File: src/rtl/spam_arbiter_pkg.sv
// Shared SPAM bus widths and arbiter state encodings.
package spam_defines;
  localparam int SPAM_DATA_HI = 31;
  localparam int SPAM_ADDR_HI = 15;
  localparam int SPAM_DID_HI  = 3;

  typedef enum logic [1:0] {
    SPAM_ARB_IDLE  = 2'd0,
    SPAM_ARB_ISSUE = 2'd1,
    SPAM_ARB_WAIT  = 2'd2,
    SPAM_ARB_DONE  = 2'd3
  } spam_arb_state_e;
endpackage

File: src/rtl/spam_arbiter_if.sv
// Master-side request/completion bundle plus the shared SPAM bus.
interface spam_arbiter_if #(parameter int SPAM_MASTERS = 2);
  import spam_defines::*;

  logic [SPAM_MASTERS-1:0]                  m_req;
  logic [SPAM_MASTERS-1:0]                  m_r_nw;
  logic [SPAM_MASTERS*(SPAM_DID_HI+1)-1:0]  m_did;
  logic [SPAM_MASTERS*(SPAM_ADDR_HI+1)-1:0] m_addr;
  logic [SPAM_MASTERS*(SPAM_DATA_HI+1)-1:0] m_wdata;
  logic [SPAM_MASTERS-1:0]                  m_done;
  logic                                     m_err;
  logic [SPAM_DATA_HI:0]                    m_rdata;
  logic                                     spamo_valid;
  logic                                     spamo_r_nw;
  logic [SPAM_DID_HI:0]                     spamo_did;
  logic [SPAM_ADDR_HI:0]                    spamo_addr;
  logic [SPAM_DATA_HI:0]                    spamo_data;
  logic                                     spami_busy_b;
  logic [SPAM_DATA_HI:0]                    spami_data;

  // Arbiter side.
  modport slave (
    input  m_req, m_r_nw, m_did, m_addr, m_wdata, spami_busy_b, spami_data,
    output m_done, m_err, m_rdata,
    output spamo_valid, spamo_r_nw, spamo_did, spamo_addr, spamo_data
  );

  // Requester/bus-model side.
  modport master (
    output m_req, m_r_nw, m_did, m_addr, m_wdata, spami_busy_b, spami_data,
    input  m_done, m_err, m_rdata,
    input  spamo_valid, spamo_r_nw, spamo_did, spamo_addr, spamo_data
  );
endinterface

File: src/rtl/spam_arbiter_rr_pick.sv
// Round-robin first-set finder: lowest requester at or after ptr, wrapping.
module spam_rr_pick #(
  parameter int N  = 2,
  parameter int PW = (N > 1) ? $clog2(N) : 1
) (
  input  logic [N-1:0]  req,
  input  logic [PW-1:0] ptr,
  output logic [PW-1:0] gnt,
  output logic          any
);
  int idx;

  // Scan from the farthest offset down so the nearest hit is assigned last.
  always_comb begin
    gnt = '0;
    any = 1'b0;
    idx = 0;
    for (int i = N - 1; i >= 0; i--) begin
      idx = int'(ptr) + i;
      if (idx >= N) idx = idx - N;
      if (req[PW'(idx)]) begin
        gnt = PW'(idx);
        any = 1'b1;
      end
    end
  end
endmodule

File: src/rtl/spam_arbiter.sv
// Serializes SPAM_MASTERS requesters onto the single SPAM bus, one command at a time.
module spam_arbiter import spam_defines::*; #(
  parameter int                    SPAM_MASTERS   = 2,
  parameter int                    TIMEOUT_CYCLES = 255,
  parameter logic [SPAM_DATA_HI:0] ERR_DATA       = 32'hDEADDEAD
) (
  input logic          clk,
  input logic          rst_b,
  spam_arbiter_if.slave bus
);
  localparam int N  = SPAM_MASTERS;
  localparam int PW = (N > 1) ? $clog2(N) : 1;
  localparam int CW = $clog2(TIMEOUT_CYCLES + 1);
  localparam int DW = SPAM_DATA_HI + 1;
  localparam int AW = SPAM_ADDR_HI + 1;
  localparam int IW = SPAM_DID_HI + 1;

  spam_arb_state_e state_q, state_d;
  logic [PW-1:0]   rr_ptr_q, rr_ptr_d, gnt_q, gnt_d;
  logic [CW-1:0]   cnt_q, cnt_d;
  logic            valid_q, valid_d, r_nw_q, r_nw_d, m_err_q, m_err_d;
  logic [IW-1:0]   did_q, did_d;
  logic [AW-1:0]   addr_q, addr_d;
  logic [DW-1:0]   wdata_q, wdata_d, m_rdata_q, m_rdata_d;
  logic [N-1:0]    m_done_q, m_done_d;
  logic [PW-1:0]   pick_gnt;
  logic            pick_any;

  spam_rr_pick #(.N(N), .PW(PW)) u_pick (
    .req (bus.m_req),
    .ptr (rr_ptr_q),
    .gnt (pick_gnt),
    .any (pick_any)
  );

  always_comb begin
    state_d   = state_q;
    rr_ptr_d  = rr_ptr_q;
    gnt_d     = gnt_q;
    cnt_d     = cnt_q;
    valid_d   = 1'b0;
    r_nw_d    = r_nw_q;
    did_d     = did_q;
    addr_d    = addr_q;
    wdata_d   = wdata_q;
    m_err_d   = m_err_q;
    m_rdata_d = m_rdata_q;
    m_done_d  = '0;
    unique case (state_q)
      SPAM_ARB_IDLE: if (pick_any) begin
        // Command is snapshotted here so the master may change its inputs freely.
        gnt_d   = pick_gnt;
        r_nw_d  = bus.m_r_nw[pick_gnt];
        did_d   = bus.m_did[int'(pick_gnt)*IW +: IW];
        addr_d  = bus.m_addr[int'(pick_gnt)*AW +: AW];
        wdata_d = bus.m_wdata[int'(pick_gnt)*DW +: DW];
        valid_d = 1'b1;
        state_d = SPAM_ARB_ISSUE;
      end
      SPAM_ARB_ISSUE: begin
        cnt_d   = '0;
        state_d = SPAM_ARB_WAIT;
      end
      SPAM_ARB_WAIT: begin
        // A real completion beats a simultaneous timeout.
        if (bus.spami_busy_b) begin
          m_rdata_d = bus.spami_data;
          m_err_d   = 1'b0;
          state_d   = SPAM_ARB_DONE;
        end else if (cnt_q == CW'(TIMEOUT_CYCLES - 1)) begin
          m_rdata_d = ERR_DATA;
          m_err_d   = 1'b1;
          state_d   = SPAM_ARB_DONE;
        end else begin
          cnt_d = cnt_q + CW'(1);
        end
        if (state_d == SPAM_ARB_DONE)
          for (int i = 0; i < N; i++) m_done_d[i] = (int'(gnt_q) == i);
      end
      SPAM_ARB_DONE: begin
        rr_ptr_d = (int'(gnt_q) == N - 1) ? '0 : gnt_q + PW'(1);
        state_d  = SPAM_ARB_IDLE;
      end
      default: state_d = SPAM_ARB_IDLE;
    endcase
  end

  always_ff @(posedge clk or negedge rst_b) begin
    if (!rst_b) begin
      state_q   <= SPAM_ARB_IDLE;
      rr_ptr_q  <= '0;
      gnt_q     <= '0;
      cnt_q     <= '0;
      valid_q   <= 1'b0;
      r_nw_q    <= 1'b0;
      did_q     <= '0;
      addr_q    <= '0;
      wdata_q   <= '0;
      m_err_q   <= 1'b0;
      m_rdata_q <= '0;
      m_done_q  <= '0;
    end else begin
      state_q   <= state_d;
      rr_ptr_q  <= rr_ptr_d;
      gnt_q     <= gnt_d;
      cnt_q     <= cnt_d;
      valid_q   <= valid_d;
      r_nw_q    <= r_nw_d;
      did_q     <= did_d;
      addr_q    <= addr_d;
      wdata_q   <= wdata_d;
      m_err_q   <= m_err_d;
      m_rdata_q <= m_rdata_d;
      m_done_q  <= m_done_d;
    end
  end

  assign bus.spamo_valid = valid_q;
  assign bus.spamo_r_nw  = r_nw_q;
  assign bus.spamo_did   = did_q;
  assign bus.spamo_addr  = addr_q;
  assign bus.spamo_data  = wdata_q;
  assign bus.m_done      = m_done_q;
  assign bus.m_err       = m_err_q;
  assign bus.m_rdata     = m_rdata_q;
endmodule

File: src/flat_wrapper.sv
// flat-port wrapper written by rule: the top's interface ports become plain ports
module spam_arbiter_flat import spam_defines::*;
#(
  parameter int                    SPAM_MASTERS   = 2,
  parameter int                    TIMEOUT_CYCLES = 255,
  parameter logic [SPAM_DATA_HI:0] ERR_DATA       = 32'hDEADDEAD
)
  (clk, rst_b, bus_m_req, bus_m_r_nw, bus_m_did, bus_m_addr, bus_m_wdata, bus_spami_busy_b, bus_spami_data, bus_m_done, bus_m_err, bus_m_rdata, bus_spamo_valid, bus_spamo_r_nw, bus_spamo_did, bus_spamo_addr, bus_spamo_data);
  spam_arbiter_if #(.SPAM_MASTERS(SPAM_MASTERS)) bus_i ();
  input logic clk;
  input logic rst_b;
  input wire logic [$bits(bus_i.m_req)-1:0] bus_m_req;
  input wire logic [$bits(bus_i.m_r_nw)-1:0] bus_m_r_nw;
  input wire logic [$bits(bus_i.m_did)-1:0] bus_m_did;
  input wire logic [$bits(bus_i.m_addr)-1:0] bus_m_addr;
  input wire logic [$bits(bus_i.m_wdata)-1:0] bus_m_wdata;
  input wire logic [$bits(bus_i.spami_busy_b)-1:0] bus_spami_busy_b;
  input wire logic [$bits(bus_i.spami_data)-1:0] bus_spami_data;
  output wire logic [$bits(bus_i.m_done)-1:0] bus_m_done;
  output wire logic [$bits(bus_i.m_err)-1:0] bus_m_err;
  output wire logic [$bits(bus_i.m_rdata)-1:0] bus_m_rdata;
  output wire logic [$bits(bus_i.spamo_valid)-1:0] bus_spamo_valid;
  output wire logic [$bits(bus_i.spamo_r_nw)-1:0] bus_spamo_r_nw;
  output wire logic [$bits(bus_i.spamo_did)-1:0] bus_spamo_did;
  output wire logic [$bits(bus_i.spamo_addr)-1:0] bus_spamo_addr;
  output wire logic [$bits(bus_i.spamo_data)-1:0] bus_spamo_data;
  assign bus_i.m_req = bus_m_req;
  assign bus_i.m_r_nw = bus_m_r_nw;
  assign bus_i.m_did = bus_m_did;
  assign bus_i.m_addr = bus_m_addr;
  assign bus_i.m_wdata = bus_m_wdata;
  assign bus_i.spami_busy_b = bus_spami_busy_b;
  assign bus_i.spami_data = bus_spami_data;
  assign bus_m_done = bus_i.m_done;
  assign bus_m_err = bus_i.m_err;
  assign bus_m_rdata = bus_i.m_rdata;
  assign bus_spamo_valid = bus_i.spamo_valid;
  assign bus_spamo_r_nw = bus_i.spamo_r_nw;
  assign bus_spamo_did = bus_i.spamo_did;
  assign bus_spamo_addr = bus_i.spamo_addr;
  assign bus_spamo_data = bus_i.spamo_data;
  spam_arbiter #(.SPAM_MASTERS(SPAM_MASTERS), .TIMEOUT_CYCLES(TIMEOUT_CYCLES), .ERR_DATA(ERR_DATA)) u_core (.clk(clk), .rst_b(rst_b), .bus(bus_i));
endmodule
File: config.mk
export PLATFORM = sky130hd
export DESIGN_NAME = spam_arbiter_flat
export DESIGN_NICKNAME = d
export VERILOG_FILES = /design/src/rtl/spam_arbiter_pkg.sv /design/src/rtl/spam_arbiter_if.sv /design/src/rtl/spam_arbiter_rr_pick.sv /design/src/rtl/spam_arbiter.sv /design/src/flat_wrapper.sv
export SDC_FILE = /design/constraint.sdc
export NUM_CORES = 1
export LEC_CHECK = 0
export CORE_MARGIN = 5
export CORE_UTILIZATION = 41
export CTS_CLUSTER_DIAMETER = 100
export DETAILED_ROUTE_END_ITERATION = 16
export MAX_ROUTING_LAYER = met4
export PLACE_DENSITY = 0.81
export SYNTH_ARGS = -nofsm -noshare
export SYNTH_HDL_FRONTEND = slang
export SYNTH_SLANG_ARGS = --single-unit
File: constraint.sdc
create_clock -name clk -period 1.7 [get_ports clk]
set_input_delay 0.255 -clock clk [delete_from_list [all_inputs] [get_ports clk]]
set_output_delay 0.255 -clock clk [all_outputs]
set_load 0.05 [all_outputs]
==> impl_metrics.py <==
metrics = {
    "critical_path": {
        "cp.arrival_ns": 1.84,
        "critical-path-top-delay-family": "flip-flops",
        "crit_path_start_kind": "flop",
        "path_cells": "ha_1, and3_2, buf_4, a211oi_2, mux2i_1",
        "cp_slowest_cell": "dfrtp_1",
        "crit_type": "flop to flop",
        "max_stage_delay_ns": 0.41,
        "path_max_fanout": 15,
        "worstPathRequired_ns": 1.96,
        "cp-end-kind": "flop",
        "crit_buf_inv": 1,
    },
    "worst_hold_path": {
        "worstHoldPathType": "input port to asynchronous set/reset pin",
    },
    "clock_tree": {
        "cts-root-buf": "clkbuf_16",
        "htree_levels": 3,
        "clockBufferDepth": 2,
        "cts_tree": "done",
        "clkTransAtPathRegs_ns": 0.07,
        "cts-buffers-inserted": 9,
        "clk_latency_ns": 0.33,
        "clock_sinks": 101,
    },
    "routing": {
        "vias_per_cell": 5.27,
        "wl_per_cell_microns": 17.9,
        "initialDrtViolationCount": 206,
        "drt-pass1-iter-count": 4,
        "ant_nets": 0,
        "vias": 4460,
        "drc": 0,
        "drt-total-wl_mm": 15.1,
    },
    "place": {
        "port_buffers": 230,
        "place_ws_ns": 0.00293,
        "place_inst": 828,
        "place_congestion": 0.867,
        "dpl_cell_area_sq_um": 7110,
        "place_hpwl_mm": 11.8,
    },
    "logic_synthesis": {
        "synth.distinct_cells": 38,
        "yosys_warnings": 0,
        "avgSynthCellArea_sq_um": 10.2,
        "synth_seq_cells": 101,
        "synthCells": 470,
        "netlist_area_sq_um": 4800,
        "synth_seq_area_share": 0.526,
        "syn_nets": 620,
    },
    "pwr": {
        "leakagePower_uw": 0.00329,
        "vdd_drop_max_mv": 1.45,
        "p_per_area_nw_per_um2": 2030,
    },
    "floorplanning": {
        "std_cell_rows": 39,
        "io-pin-count": 232,
        "initial_core_util": 0.419,
        "core-area_sq_um": 11500,
        "die_w_microns": 118,
        "dieArea_sq_um": 14000,
        "die_h_microns": 118,
    },
    "timing": {
        "layout_min_cycle_time_ns": 1.58,
        "final.setup_skew_ns": 0.00497,
        "finalHoldWorstSlack_ns": 0.409,
        "final-hold-violation-count": 0,
        "timing.final.crit_share": 0.929,
        "fin_setup_tns_ns": 0,
        "setup-violations-final": 0,
        "maxSlewViolCount": 0,
        "setup_slack_ns": 0.121,
        "worst_slew_pin_slew_ns": 0.459,
        "rsz0062_at_grt": "false",
        "relSlewSlack": 0.694,
        "fmax_ghz": 0.633,
    },
    "grt": {
        "overflow": 0,
        "grt_pass1_wl_mm": 24.1,
        "antenna_found_initial": 0,
        "first_global_vias": 4428,
        "gr-usage-all-layers": 0.216,
        "grt_max_degree": 47,
    },
    "finish": {
        "design_area_sq_um": 7420,
        "final_nets": 848,
        "syn2layout_area_growth_pct": 54.6,
        "fillers": 921,
        "drive_gt1_frac": 0.195,
        "final_common_cell": "clkdlybuf4s50_1",
        "layout.area.seq_sq_um": 2530,
        "final_cells": 846,
        "mostFrequentLayoutCells": "140 x clkdlybuf4s50_1, 107 x buf_4, 100 x dfrtp_1",
        "diodes": 0,
        "multi_input_area_sq_um": 2070,
    },
    "outcome": {
        "status": "complete, no violations",
    },
    "job": {
        "cap_violations": 0,
    },
}
==> report_power, final <==
group | internal (uW) | leakage (uW) | switching (uW)
clock | 1140 | 0.000138 | 856
sequential | 3460 | 0.00118 | 687
combinational | 3060 | 0.00198 | 5890
total | 7660 | 0.00329 | 7440
==> cell usage after synthesis <==
library cell	number	area [sq um]
clkbuf_1	14	52.6
a221oi_1	1	8.76
nand2b_1	2	12.5
a21oi_1	66	330
inv_1	5	18.8
nand4_1	2	12.5
o21ai_0	2	10.0
buf_2	14	70.1
nor3_1	1	5.00
nand3_1	3	15.0
mux2i_1	57	571
and4_1	1	8.76
a211o_1	1	8.76
buf_4	6	45.0
and3_1	3	18.8
a211oi_2	1	12.5
o32ai_1	1	8.76
nor2_1	79	297
or2b_1	1	7.51
a211oi_1	24	180
buf_1	1	3.75
nand4b_1	1	8.76
and2_1	2	12.5
mux2_2	1	11.3
o22ai_1	23	144
nand2_1	20	75.1
a2111oi_2	1	15.0
dfrtp_1	101	2530
a221oi_2	1	15.0
and4b_1	2	20.0
a31oi_1	1	6.26
and2b_1	4	30.0
nand3b_1	1	7.51
nor2b_1	6	37.5
o211ai_1	11	82.6
buf_6	2	22.5
ha_1	7	87.6
clkinv_1	1	3.75
==> cell type report <==
type,instances,share of cell area
multi-input cells,326,0.278
clock buffers,10,0.0308
clock inverters,6,0.00859
well taps,143,0.0241
inverters,6,0.00303
repair buffers,254,0.314
flip-flops and latches,101,0.341
==> per-layer routing <==
layer / track usage / vias to the layer above / routed length [microns]
met2: 0.365 / 169 / 7590
met4: 0.0753 / 0 / 435
met1: 0.250 / 2120 / 6090
li1: - / 2138 / -
met5: - / - / 0
met3: 0.0525 / 33 / 1010
==> registers in the layout, summed over array words and instances, names as in the netlist <==
name	flops
u_core.cnt_q	8
u_core.gnt_q	1
u_core.bus.spamo_addr	16
u_core.bus.spamo_r_nw	1
u_core.bus.spamo_data	32
u_core.bus.m_done	2
u_core.bus.spamo_valid	1
u_core.rr_ptr_q	1
u_core.bus.m_rdata	32
u_core.bus.m_err	1
u_core.bus.spamo_did	4
u_core.state_q	2
==> kinds of logic (layout without fill, tap and decap cells) <==
logic type	after synthesis	after routing	synth area share
AOI/OAI and AO/OA	133	133	0.171
adders and majority gates	7	7	0.0182
buffers and inverters	43	276	0.0451
DFF	101	101	0.526
muxes	58	58	0.121
and+or+nand+nor	128	128	0.118
==> worst reg2reg max path: cells and delay by family, from the launching register on <==
kind / cells / cell delay, ns
flops: 1 / 0.41
compound gates: 1 / 0.24
fa+ha+maj: 1 / 0.23
simple gates: 1 / 0.22
buf+inv: 1 / 0.20
mux: 1 / 0.19
==> stage by stage <==
step                       util  total power [uW]
after floorplan               -             10200
after global placement    0.620             12900
after detailed placement  0.620             13200
after CTS                 0.646             15200
after global routing      0.647             15900
final                     0.647             15100
==> timing repair <==
action | 4_1_cts | 5_1_grt
hold buffers | 1 | 0
setup endpoints to repair | 3 | 7
gates resized for setup | 1 | 2
setup buffers | 0 | 1
hold endpoints to repair | 30 | 0
==> path summary, 6_finish.rpt <==
| check | from | to | slack [ns] | cells past startpoint |
|---|---|---|---|---|
| worst max-delay path | u_core.cnt_q[1] | u_core.cnt_q[4] | 0.12 | 5 |
| worst min-delay path | rst_b | u_core.bus.m_rdata[8] | 0.41 | 2 |
| worst max register to register | u_core.cnt_q[1] | u_core.cnt_q[4] | 0.12 | 5 |
| worst min register to register | u_core.gnt_q | u_core.bus.m_done[0] | 0.51 | 1 |
| max in group asynchronous | rst_b | u_core.rr_ptr_q | 0.72 | 3 |
| min in group clk | u_core.gnt_q | u_core.bus.m_done[0] | 0.51 | 1 |
Note: power is estimated with default switching activity, not from simulation.
